`src/rtl/sm4_rk_buffer.sv`:
```
// SM4 round-key buffer: loads 32 round keys in order, then replays
// them forward (encrypt) or reversed (decrypt) with valid/ready flow.
module sm4_rk_buffer #(
  parameter int WORD_WIDTH = 32,
  parameter int ROUNDS     = 32
) (
  input  logic                  clk,
  input  logic                  rst_n,
  input  logic                  stall,
  input  logic                  key_clear,
  input  logic                  wr_valid,
  input  logic [WORD_WIDTH-1:0] wr_rk,
  output logic                  wr_ready,
  output logic                  key_ready,
  input  logic                  rd_start,
  input  logic                  rd_decrypt,
  input  logic                  rd_ready,
  output logic                  rd_valid,
  output logic [WORD_WIDTH-1:0] rd_rk,
  output logic [4:0]            rd_index,
  output logic                  rd_last
);

  localparam int IW = 5;
  localparam logic [IW-1:0] LAST_IDX = IW'(ROUNDS - 1);

  typedef enum logic [1:0] {
    EMPTY,
    FULL,
    READ
  } state_t;

  state_t state_q, state_d;

  logic [WORD_WIDTH-1:0] mem [ROUNDS];
  logic [IW-1:0] wr_cnt;
  logic [IW-1:0] start_idx;
  logic [IW-1:0] nxt_idx;
  logic [IW-1:0] end_idx;
  logic          dir_q;
  logic          wr_fire;
  logic          start;
  logic          xfer;
  logic          clr;

  assign wr_ready = (state_q == EMPTY) & !stall;

  // Next state and one-cycle control strobes; stall masks everything.
  always_comb begin
    state_d   = state_q;
    wr_fire   = 1'b0;
    start     = 1'b0;
    xfer      = 1'b0;
    clr       = 1'b0;
    start_idx = rd_decrypt ? LAST_IDX : '0;
    nxt_idx   = dir_q ? rd_index - IW'(1)
                      : rd_index + IW'(1);
    end_idx   = dir_q ? '0 : LAST_IDX;
    if (!stall) begin
      if (key_clear) begin
        clr     = 1'b1;
        state_d = EMPTY;
      end else begin
        unique case (state_q)
          EMPTY: begin
            wr_fire = wr_valid;
            if (wr_valid && wr_cnt == LAST_IDX)
              state_d = FULL;
          end
          FULL: begin
            if (rd_start) begin
              start   = 1'b1;
              state_d = READ;
            end
          end
          READ: begin
            if (rd_valid && rd_ready) begin
              xfer = 1'b1;
              if (rd_last)
                state_d = FULL;
            end
          end
          default: state_d = EMPTY;
        endcase
      end
    end
  end

  // State register.
  always_ff @(posedge clk or negedge rst_n) begin
    if (!rst_n)
      state_q <= EMPTY;
    else
      state_q <= state_d;
  end

  // Key storage; contents survive reset and are simply rewritten.
  always_ff @(posedge clk) begin
    if (wr_fire)
      mem[wr_cnt] <= wr_rk;
  end

  // Write counter, key_ready and the registered read port.
  always_ff @(posedge clk or negedge rst_n) begin
    if (!rst_n) begin
      wr_cnt    <= '0;
      key_ready <= 1'b0;
      dir_q     <= 1'b0;
      rd_valid  <= 1'b0;
      rd_rk     <= '0;
      rd_index  <= '0;
      rd_last   <= 1'b0;
    end else if (clr) begin
      wr_cnt    <= '0;
      key_ready <= 1'b0;
      rd_valid  <= 1'b0;
      rd_last   <= 1'b0;
    end else begin
      if (wr_fire) begin
        wr_cnt <= wr_cnt + IW'(1);
        if (wr_cnt == LAST_IDX)
          key_ready <= 1'b1;
      end
      if (start) begin
        dir_q    <= rd_decrypt;
        rd_index <= start_idx;
        rd_rk    <= mem[start_idx];
        rd_valid <= 1'b1;
        rd_last  <= 1'b0;
      end
      if (xfer) begin
        if (rd_last) begin
          rd_valid <= 1'b0;
          rd_last  <= 1'b0;
        end else begin
          rd_index <= nxt_idx;
          rd_rk    <= mem[nxt_idx];
          rd_last  <= (nxt_idx == end_idx);
        end
      end
    end
  end

endmodule

```
`config.mk`:
```
export PLATFORM = sky130hd
export DESIGN_NAME = sm4_rk_buffer
export DESIGN_NICKNAME = d
export VERILOG_FILES = /design/src/rtl/sm4_rk_buffer.sv
export SDC_FILE = /design/constraint.sdc
export NUM_CORES = 1
export LEC_CHECK = 0
export CORE_ASPECT_RATIO = 0.6
export CORE_MARGIN = 4
export CORE_UTILIZATION = 35
export DETAILED_ROUTE_END_ITERATION = 10
export PLACE_DENSITY_LB_ADDON = 0.08
export SKIP_CTS_REPAIR_TIMING = 1
export SYNTH_ARGS = -nofsm -noshare
export SYNTH_HDL_FRONTEND = slang
export SYNTH_SLANG_ARGS = --single-unit
```
`constraint.sdc`:
```
create_clock -name clk -period 4.9 [get_ports clk]
set_input_delay 0.98 -clock clk [delete_from_list [all_inputs] [get_ports clk]]
set_output_delay 0.98 -clock clk [all_outputs]
set_load 0.1 [all_outputs]
```
==> flow_metrics.tcl <==
set metrics [dict create \
    run_status "completed" \
    drv_cap 0 \
    r2r.worst_path.cells 7 \
    syn_area_per_cell_sq_um 19.9 \
    yosys_register_bits 1072 \
    setup-tns-final_ns 0 \
    path_delay_family "buffers and inverters" \
    power_mw 30.0 \
    firstDrtPassIters 5 \
    clock_path_buffers 3 \
    cts_buffers 103 \
    routed_wirelength_mm 128 \
    grt_first_pass_wirelength_mm 179 \
    setup_viol 0 \
    path_class "flip-flop to primary output" \
    crit_cells 2 \
    dieArea_sq_um 125000 \
    antenna_found_initial 12 \
    start_util 0.355 \
    vias_per_cell 5.46 \
    area.growth.synth_to_final_pct 16.8 \
    worstPathArrival_ns 3.00 \
    grt_max_degree 99 \
    powerDensity_nw_per_um2 616 \
    relSlewSlack 0.295 \
    ir_worst_vdd_v 0.000505 \
    ios 81 \
    port-buffer-count 80 \
    min_path_type "input port to asynchronous set/reset pin" \
    grt_pass1_vias 21700 \
    drive_above_1_share 0.253 \
    grt_use_total 0.207 \
    syn_area_sq_um 41700 \
    fp.dieW_um 454 \
    cts.sinks 1072 \
    cpMaxStageDelayCell "clkdlybuf4s50_1" \
    worst_pin_slew_ns 1.05 \
    end_kind "primary output" \
    min_period_over_period 0.811 \
    cts.clk_slew.worst_paths_ns 0.06 \
    max_freq_ghz 0.252 \
    synth_warnings 0 \
    layout.nets 2316 \
    slowest_delay_ns 1.28 \
    drc_errors 0 \
    ctsRootBufferMaster "clkbuf_16" \
    ys_types 48 \
    cp_cell_sequence "buf_12 > clkdlybuf4s50_1" \
    core_area_sq_um 117000 \
    grt_overflow_total 0 \
    async_flop_share 0.0448 \
    htree_levels 3 \
    vias 21600 \
    synth.net_count 2140 \
    rows 97 \
    detail_route.wl_per_cell_um 32.4 \
    cp-start-kind "flip-flop" \
    dr.first_iter.drc_count 2346 \
    p_leak_nw 15.4 \
    crit_buf_inv 2 \
    die_y_um 275 \
    synth_edf_count 1024 \
    clk_latency_ns 0.72 \
    postRouteAntennaNets 0 \
    nFillCells 10400 \
    path_max_fanout 98 \
    yosysSeqAreaShare 0.766 \
    synthFlopType "edfxtp_1" \
    place_congestion 0.797 \
    crit_required_ns 3.92 \
    min_period_ns 3.98 \
    cts_tree "built" \
    rsz0062_at_grt "no" \
    dp_hpwl_mm 82.1 \
    fin_skew_ns 0.0374 \
    slew_viol_final 0 \
    netlist_instances 2091 \
    hold_viol_final 0 \
]
-- metrics by stage --
step / area, sq um / instances / util / worst slack (ns) / hold slack, ns
6_report: 48700 / 3948 / 0.414 / 0.924 / 0.341
3_3_place_gp: 45200 / 3746 / 0.384 / 1.28 / 0.504
5_1_grt: 48700 / 3941 / 0.414 / 0.736 / 0.388
3_5_place_dp: 45200 / 3746 / 0.384 / 1.25 / 0.495
4_1_cts: 48700 / 3940 / 0.414 / 0.746 / 0.357
2_1_floorplan: 41700 / 2091 / - / 0.913 / 0.435
-- state kept, by name (all words and copies together) (netlist names) --
name / count
state_q: 2
rd_index: 5
rd_rk: 32
key_ready: 1
dir_q: 1
wr_cnt: 5
rd_last: 1
mem: 1024
rd_valid: 1
-- synthesized netlist by cell type (8+ instances only) --
| master | number | share of area |
|---|---|---|
| ha_1 | 8 | 0.0024 |
| nand4_1 | 30 | 0.0045 |
| edfxtp_1 | 1024 | 0.74 |
| a31oi_1 | 33 | 0.0050 |
| dfrtp_1 | 48 | 0.029 |
| nand2_1 | 255 | 0.023 |
| clkbuf_1 | 40 | 0.0036 |
| buf_1 | 14 | 0.0013 |
| a21oi_1 | 11 | 0.0013 |
| mux2i_1 | 38 | 0.0091 |
| buf_2 | 55 | 0.0066 |
| mux4_2 | 255 | 0.14 |
| nor2_1 | 48 | 0.0043 |
| o211ai_1 | 23 | 0.0041 |
| nand3_1 | 124 | 0.015 |
| buf_4 | 9 | 0.0016 |
-- layout by cell type, fill, tap and decap left out, drive strengths merged, types with 2 or more instances in the layout --
cell type and count:
edfxtp 1024, mux4 256, nand2 255, buf 136, clkbuf 129, nand3 124, clkdlybuf4s50 54, dfrtp 48
nor2 48, clkinv 39, mux2i 38, a31oi 33, nand4 30, o211ai 23, bufinv 15, a21oi 11
o21ai 11, inv 10, diode 8, ha 8, clkinvlp 6, o22ai 5, a22oi 5, and3 4
nand3b 4, nor3 4, mux2 4, xor2 4, a211oi 4, a32oi 3, xnor2 3, or3b 2
a21o 2, nand2b 2
-- routing by layer --
metal	global-route usage	routed length (um)	vias to the layer above
met5	0	0	-
met1	0.325	61600	11700
li1	-	-	8926
met2	0.269	50300	778
met4	0.0414	2270	0
met3	0.0786	13900	128
-- path summary, 6_finish.rpt --
check,from,endpoint,slack [ns]
max,rd_index[0],rd_index[0],0.92
min,rst_n,rd_valid,0.34
max reg2reg,dir_q,rd_rk[21],1.26
min reg2reg,mem[0][24],rd_rk[24],0.51
max in group asynchronous,rst_n,rd_index[0],3.90
min in group clk,mem[0][24],rd_rk[24],0.51
-- power breakdown --
group,total [mW],switching (mW),internal [mW],leakage (nW)
registers,10.4,0.196,10.2,9.82
logic,11.3,7.56,3.73,3.88
clock network,8.33,3.58,4.75,1.70
-- area by class of cell --
type,count,area (sq um),area share
Clock inverter,65,812,0.0167
Tap cell,1584,1980,0.0407
Antenna cell,8,20.0,0.000411
Inverter,5,18.8,0.000385
Clock buffer,129,2710,0.0556
Sequential cell,1072,32000,0.656
Timing Repair Buffer,190,1730,0.0356
Multi-Input combinational cell,895,9470,0.194
-- cell families (layout without fill, tap and decap cells) --
kind of cell / after synthesis / after routing / share of synthesized area
other cells: 0 / 8 / 0
mux: 298 / 298 / 0.149
simple gates: 481 / 481 / 0.0508
flops: 1072 / 1072 / 0.766
compound gates: 100 / 100 / 0.0160
buf+inv: 124 / 389 / 0.0138
fa+ha+maj: 9 / 9 / 0.00288
xor+xnor: 7 / 7 / 0.00192
Note: power is estimated with default switching activity, not from simulation.
